## src/rtl/e3_pkg.sv

```systemverilog
// Shared constants, state type and legality helper for the Excess-3 decode path.
//   E3_OFFSET     : bias removed from every Excess-3 code
//   E3_MIN/E3_MAX : inclusive range of legal Excess-3 codes
//   E3_BAD_DIGIT  : nibble stored in place of an illegal code
package e3_pkg;

    localparam int unsigned DIGIT_W = 4;

    localparam logic [3:0] E3_OFFSET    = 4'd3;
    localparam logic [3:0] E3_MIN       = 4'd3;
    localparam logic [3:0] E3_MAX       = 4'd12;
    localparam logic [3:0] E3_BAD_DIGIT = 4'hF;

    typedef enum logic {
        COLLECT = 1'b0,
        HOLD    = 1'b1
    } state_t;

    // True when the code lies in the legal Excess-3 window.
    function automatic logic e3_is_legal(input logic [3:0] code);
        return (code >= E3_MIN) && (code <= E3_MAX);
    endfunction

endpackage

```

## src/rtl/excess3_digit_decode.sv

```systemverilog
// Combinational single-digit Excess-3 to BCD decoder; exact inverse of the
// BCD to Excess-3 converter. Illegal codes decode to E3_BAD_DIGIT.
//   code    : Excess-3 input code (bit 3 = w, bit 0 = z)
//   bcd_c   : decoded BCD digit, or E3_BAD_DIGIT when illegal
//   legal_c : code was in the legal range
module excess3_digit_decode
    import e3_pkg::*;
(
    input  logic [3:0] code,
    output logic [3:0] bcd_c,
    output logic       legal_c
);

    always_comb begin
        legal_c = e3_is_legal(code);
        bcd_c   = legal_c ? 4'(code - E3_OFFSET) : E3_BAD_DIGIT;
    end

endmodule

```

## src/rtl/excess3_to_bcd_packer.sv

```systemverilog
// Collects Excess-3 digits (MSD first), decodes each to BCD and packs them
// right-aligned into one word, presented downstream over valid/ready.
//   clk, rst            : clock, async active-high reset
//   in_valid/in_ready   : digit handshake
//   in_digit, in_last   : Excess-3 code and end-of-frame marker
//   out_valid/out_ready : frame handshake
//   out_bcd             : packed BCD, last received digit in [3:0]
//   out_count           : digits in the frame
//   out_err             : some digit in the frame was illegal
module excess3_to_bcd_packer
    import e3_pkg::*;
#(
    parameter  int unsigned NDIGITS = 4,
    localparam int unsigned CW      = $clog2(NDIGITS + 1)
) (
    input  logic                   clk,
    input  logic                   rst,
    input  logic                   in_valid,
    output logic                   in_ready,
    input  logic [3:0]             in_digit,
    input  logic                   in_last,
    output logic                   out_valid,
    input  logic                   out_ready,
    output logic [4*NDIGITS-1:0]   out_bcd,
    output logic [CW-1:0]          out_count,
    output logic                   out_err
);

    localparam int unsigned ACC_W    = DIGIT_W * NDIGITS;
    localparam logic [CW-1:0] LAST_IDX = CW'(NDIGITS - 1);

    state_t             state;
    logic [ACC_W-1:0]   acc;
    logic [CW-1:0]      count;
    logic               err;

    logic [3:0]         dec_bcd;
    logic               dec_legal;

    excess3_digit_decode u_decode (
        .code    (in_digit),
        .bcd_c   (dec_bcd),
        .legal_c (dec_legal)
    );

    // FSM, shift accumulator, digit counter and sticky error flag.
    always_ff @(posedge clk or posedge rst) begin
        if (rst) begin
            state <= COLLECT;
            acc   <= '0;
            count <= '0;
            err   <= 1'b0;
        end else begin
            case (state)
                COLLECT: begin
                    if (in_valid) begin
                        // Oldest nibble falls off the top; only reachable
                        // after a clear, so nothing live is lost.
                        acc   <= ACC_W'({acc, dec_bcd});
                        count <= count + CW'(1);
                        if (!dec_legal) begin
                            err <= 1'b1;
                        end
                        if (in_last || (count == LAST_IDX)) begin
                            state <= HOLD;
                        end
                    end
                end
                HOLD: begin
                    if (out_ready) begin
                        acc   <= '0;
                        count <= '0;
                        err   <= 1'b0;
                        state <= COLLECT;
                    end
                end
            endcase
        end
    end

    // Handshake flags come straight from the state register.
    assign in_ready  = (state == COLLECT);
    assign out_valid = (state == HOLD);
    assign out_bcd   = acc;
    assign out_count = count;
    assign out_err   = err;

endmodule

```

## config.mk

```make
export PLATFORM = sky130hd
export DESIGN_NAME = excess3_to_bcd_packer
export DESIGN_NICKNAME = d
export VERILOG_FILES = /design/src/rtl/e3_pkg.sv /design/src/rtl/excess3_digit_decode.sv /design/src/rtl/excess3_to_bcd_packer.sv
export SDC_FILE = /design/constraint.sdc
export NUM_CORES = 1
export LEC_CHECK = 0
export CAP_MARGIN = 20
export CORE_MARGIN = 2
export CORE_UTILIZATION = 47
export CTS_CLUSTER_SIZE = 28
export DETAILED_ROUTE_END_ITERATION = 6
export PLACE_DENSITY = 0.8
export SLEW_MARGIN = 20
export SYNTH_ARGS = -nofsm -noshare
export SYNTH_HDL_FRONTEND = slang
export SYNTH_HIERARCHICAL = 1
export SYNTH_SLANG_ARGS = --single-unit
```

## constraint.sdc

```tcl
create_clock -name clk -period 2.92 [get_ports clk]
set_input_delay 0.438 -clock clk [delete_from_list [all_inputs] [get_ports clk]]
set_output_delay 0.438 -clock clk [all_outputs]
set_load 0.01 [all_outputs]
```

### Word level (Yosys, flattened, before mapping)

Index checks and enable logic that the tools add are counted.

| operators by class | value |
|---|---|
| divide/modulo/power cells | 0 |
| mux-type cells | 15 |
| equality and inequality tests | 4 |
| magnitude comparators | 2 |
| multipliers | 0 |
| bitwise operators | 1 |
| $add $sub $neg | 2 |
| shift operators | 0 |
| reductions and logical operators | 4 |

Operator list:

| kind | number |
|---|---|
| two-way mux 16 bit | 2 |
| one-hot mux 16 bit (2 select lines) | 1 |
| two-way mux 1 bit | 6 |
| two-way mux 3 bit | 2 |
| inequality test 2 bit, second input constant | 3 |
| one-hot mux 3 bit (2 select lines) | 1 |
| >= comparator 4 x 2 -> 1 bit, second input constant | 1 |
| less-or-equal comparator 4 bit, second input constant | 1 |
| two-way mux 4 bit | 1 |
| one-hot mux 1 bit (2 select lines) | 2 |
| subtractor 4 x 2 -> 4 bit, second input constant | 1 |
| adder 3 x 1 -> 3 bit, second input constant | 1 |
| == test 3 x 2 -> 1 bit, second input constant | 1 |
| AND reduction 3 bit | 1 |
| AND reduction 2 bit | 1 |
| logical AND 1 bit | 1 |
| logical OR 1 bit | 1 |
| inverter 1 bit | 1 |

| storage, ports and cells | value |
|---|---|
| word-level logic and storage cells | 32 |
| output and inout port bits | 22 |
| bits in registers | 21 |
| bits in read-only memories | 0 |
| bits in latches | 0 |
| memories | 0 |
| bits in writable memories | 0 |
| input port bits | 9 |

### Longest topological paths before layout

| depth | value |
|---|---|
| depth in word-level cells | 5 |
| gate-level depth with buffers | 7 |
| gate-level depth less buffers | 7 |

### Modules after synthesis

Netlist, hierarchy kept.

Modules (own cells, without submodules):

| module | sequential area each (um^2) | area an instance (um^2) | instances | cells an instance |
|---|---|---|---|---|
| excess3_to_bcd_packer | 525.5 | 934.6 | 1 | 80 |
| excess3_digit_decode | 0.0 | 117.6 | 1 | 16 |

### Worst setup path before layout

OpenSTA, ideal clock, no wires.

| path | value |
|---|---|
| kind | input-to-reg |
| from | input in_digit[0] |
| to | register acc[1] (netlist: out_bcd[1]) |
| path slack | 1.512 ns |
| arrival time | 1.287 ns |
| setup time | 0.121 ns |
| cell stages on the path | 5 |
| path buffers | 0 |
| cells stage by stage | inv_1 -> ha_1 -> and2b_1 -> a211o_1 -> a22o_1 |

| on the way | value |
|---|---|
| cells in the longest elaborated chain, start to end | 5 |

RTL lines:

| what | RTL line | source |
|---|---|---|
| start, declared | excess3_to_bcd_packer.sv:20 | `input logic [3:0] in_digit,` |
| >= comparator 4 x 2 -> 1 bit / less-or-equal comparator 4 bit (equally long branches) | e3_pkg.sv:21 | `return (code >= E3_MIN) && (code <= E3_MAX);` |
| logical AND 1 bit | e3_pkg.sv:21 |  |
| two-way mux 4 bit * | excess3_digit_decode.sv:16 | `bcd_c = legal_c ? 4'(code - E3_OFFSET) : E3_BAD_DIGIT;` |
| named net dec_bcd[1] | excess3_to_bcd_packer.sv:37 | `logic [3:0] dec_bcd;` |
| two-way mux 16 bit * | excess3_to_bcd_packer.sv:56 | `if (in_valid) begin` |
| one-hot mux 16 bit (2 select lines) * | excess3_to_bcd_packer.sv:54 | `case (state)` |
| end signal, assigned | excess3_to_bcd_packer.sv:59 | `acc <= ACC_W'({acc, dec_bcd});` |
| end, declared | excess3_to_bcd_packer.sv:33 | `logic [ACC_W-1:0] acc;` |

Mark *: on every way through the listed nets, which the timed path passes. The rest lies on a longest branch. The select of a mux whose other input is x is not followed.
A chain may end at the register's enable or synchronous reset.

### Final worst setup path

| path | value |
|---|---|
| from | register state (netlist: out_valid) |
| to | output in_ready |

| on the way | value |
|---|---|
| cells in the longest elaborated chain, start to end | 1 |

RTL lines:

| what | RTL line | source |
|---|---|---|
| start, declared | excess3_to_bcd_packer.sv:32 | `state_t state;` |
| start signal, assigned | excess3_to_bcd_packer.sv:49 | `state <= COLLECT;` |
| start signal, assigned | excess3_to_bcd_packer.sv:65 | `state <= HOLD;` |
| start signal, assigned | excess3_to_bcd_packer.sv:74 | `state <= COLLECT;` |
| inverter 1 bit | n/a |  |
| end, declared | excess3_to_bcd_packer.sv:19 | `output logic in_ready,` |

Every way passes these cells.

==> flow_summary.json <==
{
  "hold_buffers": 0,
  "multi_input_area_sq_um": 460.4,
  "area_growth_pct": 31.63,
  "internal-power_mw": 0.6882,
  "seqPwrFrac_pct": 43.7,
  "hold_violations": 0,
  "yosys.area_share.adder_pct": 4.756,
  "wl_per_cell_microns": 14.27,
  "final_nets": 140,
  "critPathCaptureType": "primary output",
  "synth_cell_types": 22,
  "async_reset_ff_share_pct": 100.0,
  "io_buffer_count": 30,
  "gp_congestion": 0.7748,
  "setup_viol": 0,
  "tightest_slew_ns": 0.7814,
  "switching_share_pct": 34.56,
  "dpl-instance-area_sq_um": 1355,
  "leakage_nw": 0.6248,
  "grt_max_degree": 22,
  "crit_type": "reg -> out",
  "drc_errors": 0,
  "routed_via_density": 5.279,
  "grt_antenna_before_repair": 0,
  "synth_edf_count": 0,
  "cts_resized": 0,
  "die_area_sq_um": 2633,
  "status": "completed",
  "num_rows": 17,
  "rsz0062_at_grt": "no",
  "die-width_microns": 51.32,
  "synth_compound_area_share_pct": 18.91,
  "cts_max_level": 1,
  "grt_pass1_wl_mm": 3.857,
  "initial_core_util_pct": 48.50,
  "dp.cells": 150,
  "diodes": 0,
  "ir_worst_vdd_uv": 535.3,
  "cp_slowest_cell": "clkdlybuf4s50_1",
  "p_total_mw": 1.052,
  "cap_viol_max_count": 0,
  "syn-cell-area_sq_um": 1052,
  "fin_skew_ns": 0.009732,
  "seq_area_sq_um": 525.5,
  "maxSlewViolCount": 0,
  "ys_warn_count": 6,
  "setup_tns_ns": 0,
  "via_count": 813,
  "slew_headroom_pct": 47.85,
  "cts_root_buf": "clkbuf_4",
  "layout_common_cells": "30 x clkdlybuf4s50_1, 21 x dfrtp_1, 13 x nand2_1, 9 x mux2i_1, 8 x a22o_1",
  "synth_flop_cell": "dfrtp_1",
  "syn_area_per_cell_sq_um": 10.96,
  "cts_sinks": 21,
  "crit_chain": "buf_4 -> inv_1 -> clkdlybuf4s50_1",
  "drtIter0Drc": 3,
  "layout_commonest_cell": "clkdlybuf4s50_1",
  "clk_latency_ns": 0.31,
  "overflow": 0,
  "cts_buffers": 3,
  "core_area_sq_um": 2170,
  "crit_fanout": 21,
  "yosys-mux-area-fraction_pct": 10.70,
  "stdcell_count": 154,
  "fillCellCount": 185,
  "worstRegToRegCells": 3,
  "die_height_microns": 51.32,
  "fin_crit_sh_pct": 68.09,
  "whs_path_depth": 1,
  "start_kind": "register",
  "grt_pass1_vias": 818,
  "syn_inst": 96,
  "yosysSeqAreaShare_pct": 49.94,
  "wl_mm": 2.198,
  "grt_usage_pct": 19.67,
  "powerDensity_nw_per_um2": 759.3,
  "p_clk_share_pct": 14.0,
  "period_needed_ns": 1.988,
  "post_cts_buffers": 0,
  "fmax_mhz": 503.0,
  "syn_nets": 109,
  "drtPass1Iterations": 4,
  "hold_path_class": "reg -> reg",
  "ant_nets": 0,
  "drive_gt1_share_pct": 5.556,
  "p_sw_mw": 0.3635,
  "ios": 31,
  "post-route-cell-area_sq_um": 1385,
  "crit_arrival_ns": 1.55,
  "synth_seq_cells": 21,
  "clkTransAtPathRegs_ns": 0.12,
  "synth_top_family_by_area": "compound AO/OA/AOI/OAI gates",
  "p_comb_share_pct": 42.3,
  "cts_tree": "built",
  "synth_xor_area_share_pct": 0,
  "crit_required_ns": 2.48,
  "clockBufferDepth": 2,
  "slowest_delay_ns": 0.55,
  "synthSimpleGateAreaFrac_pct": 9.394,
  "dpl.hpwl_mm": 1.566
}
==> final timing paths <==
path,from,endpoint,slack (ns)
worst max-delay path,out_valid,in_ready,0.93
worst min-delay path,out_count[0],out_count[0],0.51
worst max register to register,out_valid,out_count[1],1.65
worst min register to register,out_count[0],out_count[0],0.51
max in group asynchronous,rst,out_count[1],1.88
min in group asynchronous,rst,out_bcd[11],0.55
==> per-layer routing <==
metal	part of all wire (%)	GRT usage [%]
met2	46	31.60
met3	4.2	4.386
met4	1.2	6.579
met5	0	0
met1	49	26.44
==> synth_stat cells (all sizes together), types with 4 or more instances <==
cell / number / share of area, %
a22o: 8 / 6.7
nand2: 13 / 4.6
ha: 4 / 4.8
dfrtp: 21 / 50
mux2i: 10 / 11
o22ai: 7 / 4.2
buf: 5 / 3.8
o21ai: 7 / 3.3
inv: 7 / 2.5
==> metrics by stage <==
| step | hold slack, ns | utilization [%] | setup WS, ns |
|---|---|---|---|
| after floorplan | 0.4145 | - | 1.512 |
| after global placement | 0.4880 | 62.46 | 0.9004 |
| after detailed placement | 0.4902 | 62.46 | 0.8444 |
| after CTS | 0.5177 | 63.84 | 0.9297 |
| after global routing | 0.5503 | 63.84 | 0.8650 |
| final | 0.5143 | 63.84 | 0.9319 |
==> cell families (layout without fill, tap and decap cells) <==
group	Yosys count	after routing
fa+ha+maj	4	4
compound gates	29	29
mux	10	10
buf+inv	12	42
simple gates	20	20
flops	21	21
==> registers in the layout, indices dropped and copies added (netlist names) <==
name       flops
out_valid      1
out_bcd       16
out_err        1
out_count      3
==> worst max-delay path: cells and delay by family (launching register included) <==
family / cells / cell delay [ns]
buf+inv: 3 / 0.87
flops: 1 / 0.38
==> power groups by stage <==
stage / sequential (mW) / clock, mW / combinational [mW]
after CTS: 0.461 / 0.150 / 0.449
final: 0.459 / 0.148 / 0.445
after detailed placement: 0.464 / 0 / 0.445
after global routing: 0.476 / 0.161 / 0.484
after global placement: 0.463 / 0 / 0.436
after floorplan: 0.495 / 0 / 0.177
==> layout make-up <==
type / count / share of cell area [%]
inverters: 7 / 1.897
well taps: 28 / 2.529
repair buffers: 31 / 22.22
flip-flops and latches: 21 / 37.94
clock inverters: 1 / 0.5420
multi-input cells: 63 / 33.24
clock buffers: 3 / 1.626
(Power assumes the default switching activity.)
==> RTL edit, RTL diff (config.mk and constraints unchanged) <==
Reset style: synchronous (`rst`), changed in one clocked block. Comments in the files are not updated.
--- a/src/rtl/excess3_to_bcd_packer.sv
+++ b/src/rtl/excess3_to_bcd_packer.sv
@@ -45,5 +45,5 @@
 
     // FSM, shift accumulator, digit counter and sticky error flag.
-    always_ff @(posedge clk or posedge rst) begin
+    always_ff @(posedge clk) begin
         if (rst) begin
             state <= COLLECT;
Function: differs if rst is asserted again (counterexample within 4 cycles, from zero or initial values and one cycle with rst high); with rst held inactive, the same outputs for 10 cycles.
==> RTL edit against the original RTL <==
Highest routed layer is now met3; design area decreased by 12%; non-clock buffer count unchanged; routed wire length decreased by 20%; sequential cell count unchanged; count of clock-buffer cells in the layout unchanged; worst setup slack improved by 0.17 ns; synthesized area decreased by 16%; utilization increased by 6.2 points.
Power is not compared: it rests on default switching activity, and its combinational part moved more than twofold at a synthesized area within 25%.
==> RTL edit: results (changes against the original RTL) <==
** Layout
- Share of post-route cells with drive strength above 1 :: 0.05691 (+0.001355)
- Filler cells :: 155 (-16%)
- The final net count was 137 (-2.1%).
- Max FFs per register :: 16 (unchanged)
- Antenna diode count :: 0 (unchanged)

** Global routing
- Number of antenna violations at the first check in global routing :: 0 (unchanged)
- The via count of the first global-routing pass is 657 (-20%).
- The aggregate global-route resource usage is 0.1746 (-0.02211).
- Global-route wire length before repair :: 2794 um (-28%)
- Met1 track utilization from global routing :: 0.2319 (-0.03252)
- Global-route met3 utilization :: 0.05000 (+0.006140)
- M2 GR Usage :: 0.2757 (-0.04034)

** Placement
- The half-perimeter wire length of the detailed placement result was 1297 um (-17%).
- The weighted congestion at the end of routability-driven global placement is 0.6720 (-13%).
- Count of buffers inserted at the top-level ports :: 30 (unchanged)

** Yosys
- Number of nets produced by synthesis :: 106 (-2.8%)
- In the synthesized netlist, the cells that appear most often are dfxtp_1, nor2_1, a22oi_1.
- Share of synthesized registers carrying an async set or reset :: 0 (-1.000)
- By area the synthesized netlist is led by dfxtp_1, a22oi_1, nor2_1.
- Library cells used by synthesis :: 21 (-4.5%)
- The number of warnings printed during yosys synthesis came to 6 (unchanged).
- Top_reg_cell synth :: dfxtp_1
- The sequential-to-total area share from yosys stat came to 0.4752 (-0.02416).

** Worst setup path
- Crit-path max cell delay :: 0.59 ns (+0.04 ns)
- The maximum fanout encountered on the critical timing path is 7 (-67%).
- Among all stages on the critical path, the largest delay is contributed by clkdlybuf4s50_1.
- The worst reg-to-reg setup slack is 1.43 ns (-0.22 ns).
- In this run the worst setup path begins at out_valid$_SDFF_PP0_.
- In this run the critical register-to-register path is captured at out_bcd[11]$_SDFFE_PP0P_.
- Data arrival time of the critical path :: 1.38 ns (-0.17 ns)
- In this run the worst setup path terminates at out_valid.
- The worst reg2reg path depth is 4 (+1).

** CTS
- Maximum level of the CTS H-tree :: 1 (unchanged)
- Clock Tree Root :: clkbuf_4
- The number of buffers added by the clock tree synthesis step was 3 (unchanged).
- Gates resized, CTS repair :: 0 (unchanged)
- The clock network latency to the later pin of the worst-skew pair is 0.29 ns (-0.02 ns).
- The largest buffer count on any clock path is 2 (unchanged).

** STA
- Layout Skew :: 0.003179 ns (-0.006553 ns)
- The actual slew at the worst max-slew pin was 0.7200 ns (-0.06143 ns).

** Status
- Outcome :: finished clean

** Routing
- The routed wire length was 1753 um (-20%).
- Number of DRC markers in iteration 0 :: 14 (+11)
- Routed vias :: 760 (-6.5%)
- DRC violations left :: 0 (unchanged)

** Min path
- The worst hold path belongs to the class flip-flop to flip-flop.
## RTL edit: cell types whose count changed after synthesis, sizes merged, moves of 11 or more
cell / change
dfrtp: -21
a22oi: +17
dfxtp: +21
nand2: -11
nor2: +20
## RTL edit: cell type report
cell class                 instances  area, um^2  share of cell area
multi-input combinational         63       420.4              0.3439
clock buffer                       3       22.52             0.01842
timing repair buffer              31       307.8              0.2518
inverter                           4       15.01             0.01228
sequential                        21       420.4              0.3439
clock inverter                     1       5.005            0.004094
tap                               25       31.28             0.02559
## RTL edit: worst min path at each step
stage | start | endpoint | slack, ns | depth (start not counted)
finish | out_err$_SDFFE_PP0P_ | out_err$_SDFFE_PP0P_ | 0.52 | 2
global route | out_err$_SDFFE_PP0P_ | out_err$_SDFFE_PP0P_ | 0.57 | 2
CTS | out_err$_SDFFE_PP0P_ | out_err$_SDFFE_PP0P_ | 0.53 | 2
detailed placement | out_err$_SDFFE_PP0P_ | out_err$_SDFFE_PP0P_ | 0.50 | 2
global placement | out_err$_SDFFE_PP0P_ | out_err$_SDFFE_PP0P_ | 0.48 | 2
floorplan | rst | out_valid$_SDFF_PP0_ | 0.51 | 1
## RTL edit: where the power goes
group	leakage (uW)	total [uW]	internal [uW]	switching (uW)
Clock	0.0000177	135	50.9	84.4
Combinational	0.000277	99.6	53.3	46.3
Sequential	0.000171	308	298	10.0
## RTL edit: worst min-delay path: cells and delay by family (launching register included)
family,cells,cell delay [ns]
flip-flops,1,0.35
AO/OA/AOI/OAI,1,0.06
AND/OR/NAND/NOR,1,0.08
## RTL edit: cells by family (layout without fill, tap and decap cells)
kind of cell / after synthesis / count (layout) / share of synthesized area
adder cells (fa/ha/maj): 4 / 4 / 0.05658
AO/OA/AOI/OAI: 27 / 27 / 0.2263
AND/OR/NAND/NOR: 30 / 30 / 0.1556
multiplexers: 2 / 2 / 0.03677
flip-flops: 21 / 21 / 0.4752
buffers and inverters: 9 / 39 / 0.04950
## RTL edit: through the flow
step / instance area [um^2] / instances / setup slack, ns
2_1_floorplan: 884.6 / 93 / 1.511
3_3_place_gp: 1195 / 144 / 0.8855
3_5_place_dp: 1195 / 144 / 0.8135
4_1_cts: 1222 / 148 / 1.086
5_1_grt: 1222 / 148 / 1.005
6_report: 1222 / 148 / 1.100
## RTL edit: per-layer routing
layer / share of wire / wire, um
met1: 0.47 / 817
met2: 0.50 / 869
met3: 0.038 / 66
met4: 0 / 0
met5: 0 / 0
